===== src/rtl/fp_div_seq.sv =====
// fp_div_seq: sequential IEEE-754 single-precision divider, result = a / b.
// A restoring mantissa divider produces one quotient bit per clock.
// Start/busy/done handshake; flags NAN/INF/DZ/OF/UF.
// Optional macro FPDIV_SATURATE_EN: overflow yields max finite instead of Inf.
//
// state | meaning
// IDLE  | waiting for start; result and flags hold
// DIV   | one restoring quotient bit per cycle, 26 cycles
// NORM  | normalize, round, register result/flags, pulse done
module fp_div_seq (
  input  logic        clk,
  input  logic        rst,
  input  logic        start,
  input  logic [31:0] a,
  input  logic [31:0] b,
  output logic        busy,
  output logic        done,
  output logic [31:0] result,
  output logic        NAN,
  output logic        INF,
  output logic        DZ,
  output logic        OF,
  output logic        UF
);

  localparam int QBITS = 26;
  localparam int BIAS  = 127;

  localparam logic [1:0] S_IDLE = 2'd0;
  localparam logic [1:0] S_DIV  = 2'd1;
  localparam logic [1:0] S_NORM = 2'd2;

  logic [1:0]       state;
  logic             sign_q;
  logic [7:0]       ea_q, eb_q;
  logic [23:0]      mb_q;
  logic [24:0]      rem_q;
  logic [QBITS-1:0] quo_q;
  logic [4:0]       cnt_q;
  logic             special_q;
  logic [31:0]      sp_res_q;
  logic             sp_nan_q, sp_inf_q, sp_dz_q;

  // Operand classification (subnormals flushed to zero) and special-case result
  logic        a_nan, a_inf, a_zero, b_nan, b_inf, b_zero, sign_in;
  logic        sp_hit, sp_nan, sp_inf, sp_dz;
  logic [31:0] sp_res;

  always_comb begin
    sign_in = a[31] ^ b[31];
    a_nan   = (&a[30:23]) & (|a[22:0]);
    a_inf   = (&a[30:23]) & ~(|a[22:0]);
    a_zero  = (a[30:23] == 8'd0);
    b_nan   = (&b[30:23]) & (|b[22:0]);
    b_inf   = (&b[30:23]) & ~(|b[22:0]);
    b_zero  = (b[30:23] == 8'd0);
    sp_hit  = 1'b1;
    sp_nan  = 1'b0;
    sp_inf  = 1'b0;
    sp_dz   = 1'b0;
    sp_res  = 32'd0;
    if (a_nan | b_nan | (a_zero & b_zero) | (a_inf & b_inf)) begin
      sp_res = 32'h7FC00000;
      sp_nan = 1'b1;
    end else if (a_inf) begin
      sp_res = {sign_in, 8'hFF, 23'd0};
      sp_inf = 1'b1;
    end else if (b_zero) begin
      sp_res = {sign_in, 8'hFF, 23'd0};
      sp_inf = 1'b1;
      sp_dz  = 1'b1;
    end else if (a_zero | b_inf) begin
      sp_res = {sign_in, 31'd0};
    end else begin
      sp_hit = 1'b0;
    end
  end

  // One restoring step: compare, conditionally subtract, shift
  logic        q_bit;
  logic [24:0] rem_sub, rem_next;

  always_comb begin
    q_bit    = (rem_q >= {1'b0, mb_q});
    rem_sub  = q_bit ? (rem_q - {1'b0, mb_q}) : rem_q;
    rem_next = rem_sub << 1;
  end

  // Normalize by one position if needed, round to nearest even, range-check exponent
  logic signed [9:0] e_base, e_n, e_r;
  logic [22:0]       mant, mant_r;
  logic [23:0]       mant_inc;
  logic              guard, sticky, round_up, of_n, uf_n;
  logic [31:0]       nrm_res;

  always_comb begin
    e_base = signed'({2'b00, ea_q}) - signed'({2'b00, eb_q}) + signed'(10'(BIAS));
    if (quo_q[QBITS-1]) begin
      mant   = quo_q[24:2];
      guard  = quo_q[1];
      sticky = quo_q[0] | (|rem_q);
      e_n    = e_base;
    end else begin
      mant   = quo_q[23:1];
      guard  = quo_q[0];
      sticky = |rem_q;
      e_n    = e_base - 10'sd1;
    end
    round_up = guard & (sticky | mant[0]);
    mant_inc = {1'b0, mant} + 24'd1;
    mant_r   = mant;
    e_r      = e_n;
    if (round_up) begin
      mant_r = mant_inc[22:0];
      if (mant_inc[23]) e_r = e_n + 10'sd1;
    end
    of_n = (e_r >= 10'sd255);
    uf_n = (e_r <= 10'sd0);
    if (of_n) begin
`ifdef FPDIV_SATURATE_EN
      nrm_res = {sign_q, 31'h7F7FFFFF};
`else
      nrm_res = {sign_q, 8'hFF, 23'd0};
`endif
    end else if (uf_n) begin
      nrm_res = {sign_q, 31'd0};
    end else begin
      nrm_res = {sign_q, e_r[7:0], mant_r};
    end
  end

  assign busy = (state != S_IDLE);

  // Control FSM, datapath registers and registered outputs
  always_ff @(posedge clk or posedge rst) begin
    if (rst) begin
      state     <= S_IDLE;
      sign_q    <= 1'b0;
      ea_q      <= 8'd0;
      eb_q      <= 8'd0;
      mb_q      <= 24'd0;
      rem_q     <= 25'd0;
      quo_q     <= '0;
      cnt_q     <= 5'd0;
      special_q <= 1'b0;
      sp_res_q  <= 32'd0;
      sp_nan_q  <= 1'b0;
      sp_inf_q  <= 1'b0;
      sp_dz_q   <= 1'b0;
      done      <= 1'b0;
      result    <= 32'd0;
      NAN       <= 1'b0;
      INF       <= 1'b0;
      DZ        <= 1'b0;
      OF        <= 1'b0;
      UF        <= 1'b0;
    end else begin
      done <= 1'b0;
      case (state)
        S_IDLE: begin
          if (start) begin
            sign_q    <= sign_in;
            ea_q      <= a[30:23];
            eb_q      <= b[30:23];
            mb_q      <= {1'b1, b[22:0]};
            rem_q     <= {2'b01, a[22:0]};
            quo_q     <= '0;
            cnt_q     <= 5'(QBITS - 1);
            special_q <= sp_hit;
            sp_res_q  <= sp_res;
            sp_nan_q  <= sp_nan;
            sp_inf_q  <= sp_inf;
            sp_dz_q   <= sp_dz;
            NAN       <= 1'b0;
            INF       <= 1'b0;
            DZ        <= 1'b0;
            OF        <= 1'b0;
            UF        <= 1'b0;
            state     <= sp_hit ? S_NORM : S_DIV;
          end
        end
        S_DIV: begin
          quo_q <= {quo_q[QBITS-2:0], q_bit};
          rem_q <= rem_next;
          if (cnt_q == 5'd0) state <= S_NORM;
          else               cnt_q <= cnt_q - 5'd1;
        end
        S_NORM: begin
          if (special_q) begin
            result <= sp_res_q;
            NAN    <= sp_nan_q;
            INF    <= sp_inf_q;
            DZ     <= sp_dz_q;
          end else begin
            result <= nrm_res;
            OF     <= of_n;
            UF     <= uf_n;
          end
          done  <= 1'b1;
          state <= S_IDLE;
        end
        default: state <= S_IDLE;
      endcase
    end
  end

endmodule


===== config.mk =====
export PLATFORM = sky130hd
export DESIGN_NAME = fp_div_seq
export DESIGN_NICKNAME = d
export VERILOG_FILES = /design/src/rtl/fp_div_seq.sv
export SDC_FILE = /design/constraint.sdc
export NUM_CORES = 1
export LEC_CHECK = 0
export CELL_PAD_IN_SITES_DETAIL_PLACEMENT = 0
export CELL_PAD_IN_SITES_GLOBAL_PLACEMENT = 2
export CORE_ASPECT_RATIO = 0.6
export CORE_MARGIN = 10
export CORE_UTILIZATION = 32
export DETAILED_ROUTE_END_ITERATION = 7
export GPL_ROUTABILITY_DRIVEN = 0
export PLACE_DENSITY = 0.84
export RECOVER_POWER = 25
export SLEW_MARGIN = 25
export SYNTH_ARGS = -nofsm -noshare
export SYNTH_HDL_FRONTEND = slang
export SYNTH_SLANG_ARGS = --single-unit

===== constraint.sdc =====
create_clock -name clk -period 4 [get_ports clk]
set_clock_uncertainty 0.05 [all_clocks]
set_input_delay 0.4 -clock clk [delete_from_list [all_inputs] [get_ports clk]]
set_output_delay 0.4 -clock clk [all_outputs]
set_load 0.01 [all_outputs]

==> results.txt, run 1 <==
- The count of pins over their slew limit came to 75.
- For this design the top-level I/O count stands at 106.
* Max-slew headroom at the worst pin: -24.5%
- The tree is rooted in a sky130_fd_sc_hd__clkbuf_16.
- Total grt overflow: 0
- Counting I/O delays and the setup requirement, the final critical path takes 4.01 ns.
- Buffers inserted to repair hold after CTS numbered 0.
* Synthesized netlist cell count: 1102
* Net count of the mapped netlist: 1209
* Buffers from clock root to sink, at most: 2
- At the worst endpoint, the required time is 4.26 ns.
- Count of flip-flops with a built-in enable after synthesis: 0
- In the final layout, the share of cells above drive strength 1 is 13.4%.
- The number of antenna violations at the first check in global routing came to 0.
- Largest delay share family, worst path: adder cells
- Post-synthesis share of cell area spent on xor and xnor gates: 4.89%
- Placeable Area: 0.0291 sq mm
- For this run, the post-layout net count is 1353.
- Area of all sequential standard cells: 0.00358 sq mm
- Minimum setup slack in the final design: -0.00601 ns
- Most area-consuming cells after synthesis: sky130_fd_sc_hd__dfrtp_1 38%, sky130_fd_sc_hd__nand2_1 7.5%, sky130_fd_sc_hd__ha_1 5.0%, sky130_fd_sc_hd__a22o_1 3.8%, sky130_fd_sc_hd__o21ai_0 3.4%
* Peak clock frequency supported by timing: 0.250 GHz
* Number of setup violations in the final report: 1
- Number of hold violations in the final report: 0
- Entering global routing, the biggest net connects 75 pins.
- Most used flip-flop cell after synthesis: sky130_fd_sc_hd__dfrtp_1
- After clock tree synthesis, the clock-pin slew on the worst setup and hold paths is 0.06 ns.
- Horizontal die dimension: 243 microns
* Height of the chip: 154 microns
* Avg Synthesized Cell Area: 8.66 sq um
* Slew @ Worst Pin: 1.87 ns
- STA classifies the critical path endpoint as a flop.
* Via density per instance: 5.33
- Row count: 48
* Count of maximum capacitance violations: 1
- TritonCTS clock tree: done
- Largest stage delay, worst path: 0.61 ns
- The path class of the tightest hold or removal check is reg -> reg.
* Wire length of the first global-routing pass: 51000 microns
- Critical path start-end classification: reg -> reg
- The routed layout has 8839 vias.
- Summing the sequential cell areas from Yosys gives 37.5% of the chip area.
- Buffers on Ports: 105
- Cell with the largest stage delay on the worst path: sky130_fd_sc_hd__fa_2
- For this block, the initial DRC count from the detailed router was 857.
- Clock sinks: 143
- Walking the worst path, the cells encountered are ha_4 -> fa_2 -> ha_4 -> xnor3_2 -> xor2_1 -> or4_1 -> a211oi_1 -> o21ai_1 -> nor3_2 -> a311oi_4 -> buf_6 -> and2_4 -> a221o_1.
* Count of warnings emitted by yosys: 0
- Starting Density: 32.8%
- The count of nets left with antenna violations once routing finished came out at 0.
- Number of filler instances in the final layout: 2947
- Adder-cell area share of the yosys netlist: 5.40%
- The H-tree was split into 4 levels.
- Dividing the detail-routed wire length by the instance count gives 19.3 microns.
- Unrepaired setup endpoints after global routing: true
- Routed wire length: 32100 microns
* Router iterations before antenna repair: 5
* Critical Path AT: 4.27 ns
- Counting both buffers and inverters, the worst setup path holds a total of 1.
- Accumulated negative setup slack: -0.00601 ns
* Complex-gate fraction of the synthesized area: 22.5%
- Mux cell area share after synthesis: 3.53%
* Area fraction of the dominant cell type after synthesis: 37.5%
- The synthesized netlist contains 85 unique library cells.
* Seq cells post-synth: 143
* Fraction of registers with async set/reset: 100%
* Number of DRC violations after detailed routing: 0
* Multi-input gate area in the final layout: 0.00577 sq mm
* Status: finished, violations left
- Crit-path most repeated cell: sky130_fd_sc_hd__ha_4
- From synthesis to final layout, the design area changed by 28.7%.
- Simple-gate area share of the yosys netlist: 21.6%
* Top fanout value on the critical path: 7
* Startpoint types: flop
- Main combinational cell family by area after synthesis: compound AO/OA/AOI/OAI gates
- Vias in the first global route: 8530
- HPWL after detailed placement: 23800 microns
- Post-synth design cell area: 0.00954 sq mm
* All-layer global routing usage: 17.1%
- Period utilization: 100%
- The checks that failed: max-capacitance violations, max-slew violations, negative setup slack.
* Skew-Pair Late Insertion Delay: 0.43 ns
- The number of clock buffers added by TritonCTS is 17.
* Total die area: 0.0373 sq mm
- Of all cell types, the one taking the most synthesized area is sky130_fd_sc_hd__dfrtp_1.
cell families (layout without fill, tap and decap cells):
family	count (synthesis)	in the layout
buffers and inverters	109	262
muxes	31	31
xor gates and xnor gates	50	50
adders and majority gates	40	40
other	0	1
and+or+nand+nor	422	425
AOI/OAI and AO/OA	307	307
DFF	143	143
final cells by class:
class	instances	share of cell area, %
diodes	1	0.0204
clock buffers	17	3.47
clock inverters	14	1.57
inverters	58	1.78
multi-input cells	853	47.0
flip-flops and latches	143	29.2
well taps	400	4.08
repair buffers	173	12.9
tightest hold or removal path, cell delays in order, from the launching register on:
cell	delay, ns
sky130_fd_sc_hd__dfrtp_1	0.32
sky130_fd_sc_hd__inv_1	0.05
sky130_fd_sc_hd__nand2_1	0.05
synth_stat cells (4+ instances only):
cell type                   number
sky130_fd_sc_hd__a31oi_1        25
sky130_fd_sc_hd__o2111ai_1       5
sky130_fd_sc_hd__nand2b_1       11
sky130_fd_sc_hd__xnor2_1        24
sky130_fd_sc_hd__nor4_1         24
sky130_fd_sc_hd__o21a_1          8
sky130_fd_sc_hd__o31a_1          4
sky130_fd_sc_hd__a211oi_1       25
sky130_fd_sc_hd__a22oi_1         8
sky130_fd_sc_hd__a32o_1         10
sky130_fd_sc_hd__a21o_1         13
sky130_fd_sc_hd__nor3b_1         4
sky130_fd_sc_hd__mux2i_1        17
sky130_fd_sc_hd__dfrtp_1       143
sky130_fd_sc_hd__a22o_1         41
sky130_fd_sc_hd__nor2b_1        16
sky130_fd_sc_hd__ha_1           38
sky130_fd_sc_hd__nor3_1         22
sky130_fd_sc_hd__nand2_1       190
sky130_fd_sc_hd__mux2_2          8
sky130_fd_sc_hd__o21ai_0        65
sky130_fd_sc_hd__clkbuf_1       39
sky130_fd_sc_hd__and3_1         15
sky130_fd_sc_hd__nand4_1        17
sky130_fd_sc_hd__nand3_1        17
sky130_fd_sc_hd__inv_1          58
sky130_fd_sc_hd__a21oi_1        57
sky130_fd_sc_hd__and2_1          7
sky130_fd_sc_hd__xor2_1         23
sky130_fd_sc_hd__a311oi_1        4
sky130_fd_sc_hd__nor2_1         69
sky130_fd_sc_hd__buf_1           5
sky130_fd_sc_hd__or3_1           6
registers in the layout, summed over array words and instances (netlist names), 3 cells and up:
signal	flops
cnt_q	5
ea_q	8
eb_q	8
mb_q	24
quo_q	26
rem_q	25
result	32
sp_res_q	3
metal layers:
layer,vias up,routed length [microns],part of all wire [%],GRT usage (%)
met4,0,318,0.99,3.53
met2,231,12300,38,22.0
li1,4297,-,-,-
met5,-,0,0,0
met1,4293,17400,54,27.0
met3,18,2070,6.4,4.65
path summary, 6_finish.rpt:
check	start	endpoint	slack, ns	cells after the start
max in group asynchronous	rst	quo_q[7]$_DFFE_PP0P_	0.90	3
worst max-delay path	eb_q[0]$_DFFE_PP0P_	result[22]$_DFFE_PP0P_	-0.006	13
worst min register to register	mb_q[23]$_DFFE_PP0P_	mb_q[23]$_DFFE_PP0P_	0.40	2
worst min-delay path	mb_q[23]$_DFFE_PP0P_	mb_q[23]$_DFFE_PP0P_	0.40	2
min in group asynchronous	rst	mb_q[4]$_DFFE_PP0P_	0.64	2
worst max register to register	eb_q[0]$_DFFE_PP0P_	result[22]$_DFFE_PP0P_	-0.006	13
timing repair:
action | CTS | global route
setup buffers | 3 | 7
cloned | 2 | 1
endpoints found under the setup margin | 29 | 32
pin swaps | 5 | 12
resized for setup | 9 | 24
layout by cell type (no fill, tap or decap), types with 15 or more instances in the layout:
master and count:
sky130_fd_sc_hd__a211oi_1 24, sky130_fd_sc_hd__a21oi_1 56, sky130_fd_sc_hd__a31oi_1 24, sky130_fd_sc_hd__nand4_1 17
sky130_fd_sc_hd__inv_1 56, sky130_fd_sc_hd__o21ai_0 64, sky130_fd_sc_hd__clkbuf_16 17, sky130_fd_sc_hd__xor2_1 21
sky130_fd_sc_hd__ha_1 36, sky130_fd_sc_hd__a22o_1 40, sky130_fd_sc_hd__and3_1 15, sky130_fd_sc_hd__nor4_1 24
sky130_fd_sc_hd__mux2i_1 16, sky130_fd_sc_hd__nor2_1 66, sky130_fd_sc_hd__dfrtp_1 143, sky130_fd_sc_hd__nor3_1 21
sky130_fd_sc_hd__nand2_1 188, sky130_fd_sc_hd__xnor2_1 19, sky130_fd_sc_hd__nand3_1 17, sky130_fd_sc_hd__buf_4 61
sky130_fd_sc_hd__clkdlybuf4s50_1 104
through the flow:
step | utilization (%) | cells | hold slack [ns] | setup slack [ns] | area, sq um
floorplan | - | 1102 | 0.368 | 0.0374 | 9590
global placement | 39.3 | 1614 | 0.388 | 0.0107 | 11400
detailed placement | 39.3 | 1614 | 0.398 | -0.0750 | 11400
CTS | 41.7 | 1650 | 0.370 | -0.0388 | 12100
global route | 42.2 | 1658 | 0.450 | -0.176 | 12300
finish | 42.2 | 1659 | 0.403 | -0.00601 | 12300
Power of run 1 is left out: the tool's default activity adds up to more than one toggle a clock period on the data nets, which glitch-free logic cannot reach.
==> run 2, diff against run 1 <==
--- a/config.mk
+++ b/config.mk
@@ -10,11 +10,12 @@
 export CORE_ASPECT_RATIO = 0.6
 export CORE_MARGIN = 10
 export CORE_UTILIZATION = 32
+export CTS_CLUSTER_DIAMETER = 30
 export DETAILED_ROUTE_END_ITERATION = 7
 export GPL_ROUTABILITY_DRIVEN = 0
-export PLACE_DENSITY = 0.84
+export PLACE_DENSITY = 0.83
 export RECOVER_POWER = 25
-export SLEW_MARGIN = 25
+export SLEW_MARGIN = 20
 export SYNTH_ARGS = -nofsm -noshare
 export SYNTH_HDL_FRONTEND = slang
 export SYNTH_SLANG_ARGS = --single-unit
==> results.txt, run 2 (synthesis gave the netlist of run 1 again) <==
- Routed via count: 8864 (was 8839)
* Clock Tree Root: sky130_fd_sc_hd__clkbuf_16 (unchanged)
- Cell with the largest stage delay on the worst path: sky130_fd_sc_hd__fa_2 (unchanged)
- The startpoint class of the critical path is a flop (unchanged).
* Hold crit path type: reg -> reg (unchanged)
* Routed wire length: 31800 microns (was 32100 microns)
- The global-route usage over all layers came to 16.7% (was 17.1%).
* Final critical delay including setup and external delays: 4.00 ns (was 4.01 ns)
- The boundary pin count was 106 (unchanged).
- The footprint of the multi-input gates came to 0.00579 sq mm (was 0.00577 sq mm).
* Number of filler instances in the final layout: 2925 (was 2947)
- Busiest grt layer: met1 (unchanged)
* DRC violation total after the first TritonRoute iteration: 853 (was 857)
- The total congestion overflow is 0 (unchanged).
- Critical path capture point type: flop (unchanged)
- The most frequent cell on the critical path was sky130_fd_sc_hd__ha_2 (was sky130_fd_sc_hd__ha_4).
- HPWL after detailed placement: 23300 microns (was 23800 microns)
- Period utilization: 100% (about the same)
* Register-to-register setup slack: -0.002 ns (was -0.006 ns)
- The final routed wire length divided by cell count came to 19.3 microns (about the same).
- Top fanout value on the critical path: 6 (was 7)
- The sequential cell area in the final layout came to 0.00358 sq mm (about the same).
- The number of nets in the layout came to 1346 (was 1353).
* Max-slew headroom at the worst pin: -14.8% (was -24.5%)
- Number of buffers added to fix hold violations after cts: 0 (unchanged)
- TritonCTS Buffers: 17 (unchanged)
- Largest stage delay, worst path: 0.66 ns (was 0.61 ns)
* Met2 Track Usage GR: 21.1% (was 22.0%)
- The area of the die came to 0.0373 sq mm (unchanged).
- The startpoint of the lowest-slack register-to-register path was eb_q[0]$_DFFE_PP0P_ (unchanged).
- Count of inserted antenna diode cells: 0 (was 1)
* CP required: 4.27 ns (was 4.26 ns)
- CP Cell Sequence: ha_2 -> fa_2 -> ha_2 -> nor2b_4 -> nand2_1 -> nor3_1 -> mux2i_1 -> xnor2_2 -> buf_4 -> nand2_4 -> nor3_4 -> a31oi_4 -> o31a_1 -> buf_6 -> and2_4 -> a221o_1 (was ha_4 -> fa_2 -> ha_4 -> xnor3_2 -> xor2_1 -> or4_1 -> a211oi_1 -> o21ai_1 -> nor3_2 -> a311oi_4 -> buf_6 -> and2_4 -> a221o_1).
- Clock sinks: 143 (unchanged)
- The CTS clock-pin slew for the worst setup and hold paths was 0.06 ns (about the same).
* Violated checks: max-capacitance violations, max-slew violations, negative setup slack (unchanged)
- Largest net degree at the start of global routing: 101 (was 75)
- Buffers on Ports: 105 (unchanged)
- The DRC violation count after routing came to 0 (unchanged).
- The type of the setup path with the least slack was reg -> reg (unchanged).
* Skew-Pair Late Insertion Delay: 0.44 ns (was 0.43 ns)
- Hold WS: 0.408 ns (was 0.403 ns)
* Vias in the first global route: 8200 (was 8530)
- Buffers from clock root to sink, at most: 2 (unchanged)
- Flip-flop count of the largest register after layout: 32 (unchanged)
- The signed area change from the synthesized netlist to the final layout was 27.9% (was 28.7%).
* Most frequent standard cell in the layout excluding fill and tap cells: sky130_fd_sc_hd__nand2_1 (unchanged)
* Largest registers in the final layout: result: 32 flops, quo_q: 26 flops, rem_q: 25 flops (unchanged)
- Critical Path AT: 4.27 ns (about the same)
- Global-route met3 utilization: 3.82% (was 4.65%)
* Placed instance count: 1612 (was 1614)
- Peak clock frequency supported by timing: 0.250 GHz (about the same)
- The clock tree from TritonCTS was done (unchanged).
* Post-Place Worst Slack: -0.0917 ns (was -0.0750 ns)
* Met1 Usage GRT: 26.9% (was 27.0%)
- The first element of the critical path is eb_q[0]$_DFFE_PP0P_ (unchanged).
- Starting Density: 32.8% (unchanged)
- The transition at the pin with the smallest max-transition slack came to 1.72 ns (was 1.87 ns).
- Startpoint of the lowest-slack hold path: mb_q[23]$_DFFE_PP0P_ (unchanged)
- Number of hold violations in the final report: 0 (unchanged)
- Register containing the most flip-flops in the final layout: result (unchanged)
- Unrepaired setup endpoints after global routing: true (unchanged)
* Router iterations before antenna repair: 5 (unchanged)
- Horizontal die dimension: 243 microns (unchanged)
* Number of antenna violations at the first check in global routing: 0 (unchanged)
- The number of nets with antenna violations after detailed routing is 0 (unchanged).
* Commonest cells after routing, fill and taps aside: 189 x sky130_fd_sc_hd__nand2_1, 142 x sky130_fd_sc_hd__dfrtp_1, 104 x sky130_fd_sc_hd__clkdlybuf4s50_1 (was 188 x sky130_fd_sc_hd__nand2_1, 143 x sky130_fd_sc_hd__dfrtp_1, 104 x sky130_fd_sc_hd__clkdlybuf4s50_1)
- The vertical die dimension was 154 microns (unchanged).
- The number of H-tree levels was 4 (unchanged).
- Via density per instance: 5.37 (was 5.33)
- Row count: 48 (unchanged)
- Share of final-layout standard cells stronger than drive strength 1: 13.1% (was 13.4%)
* Placeable Area: 0.0291 sq mm (unchanged)
- The count of pins over their slew limit was 28 (was 75).
- Minimum setup slack in the final design: -0.00154 ns (was -0.00601 ns)
* Number of setup violations in the final report: 1 (unchanged)
* Count of maximum capacitance violations: 1 (unchanged)
* Number of standard cells in the layout, taps in and fillers out: 1652 (was 1659)
- Status: finished, violations left (unchanged).
- Wire length of the first global-routing pass: 49600 microns (was 51000 microns)
run 2: changes by cell type in the layout (fill, tap and decap cells not counted), moves of 2 or more:
cell	change
sky130_fd_sc_hd__buf_4	-5
sky130_fd_sc_hd__bufinv_16	-3
sky130_fd_sc_hd__and2_2	-2
sky130_fd_sc_hd__clkinv_4	-2
sky130_fd_sc_hd__clkinvlp_4	+2
sky130_fd_sc_hd__ha_2	+2
sky130_fd_sc_hd__nand2_2	-2
run 2: layout make-up:
type	count	area share, %
Clock inverter	13	0.933
Timing Repair Buffer	167	12.8
Sequential cell	143	29.4
Inverter	58	1.79
Multi-Input combinational cell	852	47.4
Clock buffer	19	3.63
Tap cell	400	4.10
run 2: per-stage QoR:
| stage | area [sq um] | util (%) | TNS (ns) |
|---|---|---|---|
| floorplan | 9590 | - | 0 |
| global placement | 11400 | 39.2 | -0.00173 |
| detailed placement | 11400 | 39.2 | -1.31 |
| CTS | 12000 | 41.4 | -0.00157 |
| global route | 12200 | 42.0 | -2.79 |
| finish | 12200 | 42.0 | -0.00154 |
run 2: worst max-delay path: cells and delay by family, from the launching register on:
kind	cells	cell delay [ns]
compound gates	3	0.71
xor+xnor	1	0.29
fa+ha+maj	3	1.06
buf+inv	2	0.33
flops	1	0.38
mux	1	0.14
simple gates	6	0.92
run 2: what timing repair did:
action,4_1_cts,5_1_grt
gates cloned,2,0
gates resized for setup,10,26
setup endpoints to repair,29,32
setup buffers,2,4
pin swaps,4,9
hold endpoints to repair,0,0
run 2: path summary, 6_finish.rpt:
path | to | depth (start not counted)
max | result[22]$_DFFE_PP0P_ | 16
min | mb_q[23]$_DFFE_PP0P_ | 2
max reg2reg | result[22]$_DFFE_PP0P_ | 16
min reg2reg | mb_q[23]$_DFFE_PP0P_ | 2
max in group asynchronous | rem_q[18]$_DFFE_PP0P_ | 3
min in group asynchronous | eb_q[3]$_DFFE_PP0P_ | 2
run 2: layer usage:
layer | up-vias | share of wire, %
li1 | 4277 | -
met1 | 4303 | 55
met2 | 260 | 38
met3 | 24 | 5.9
met4 | 0 | 1.2
met5 | - | 0
Power of run 2 is left out for the same reason.
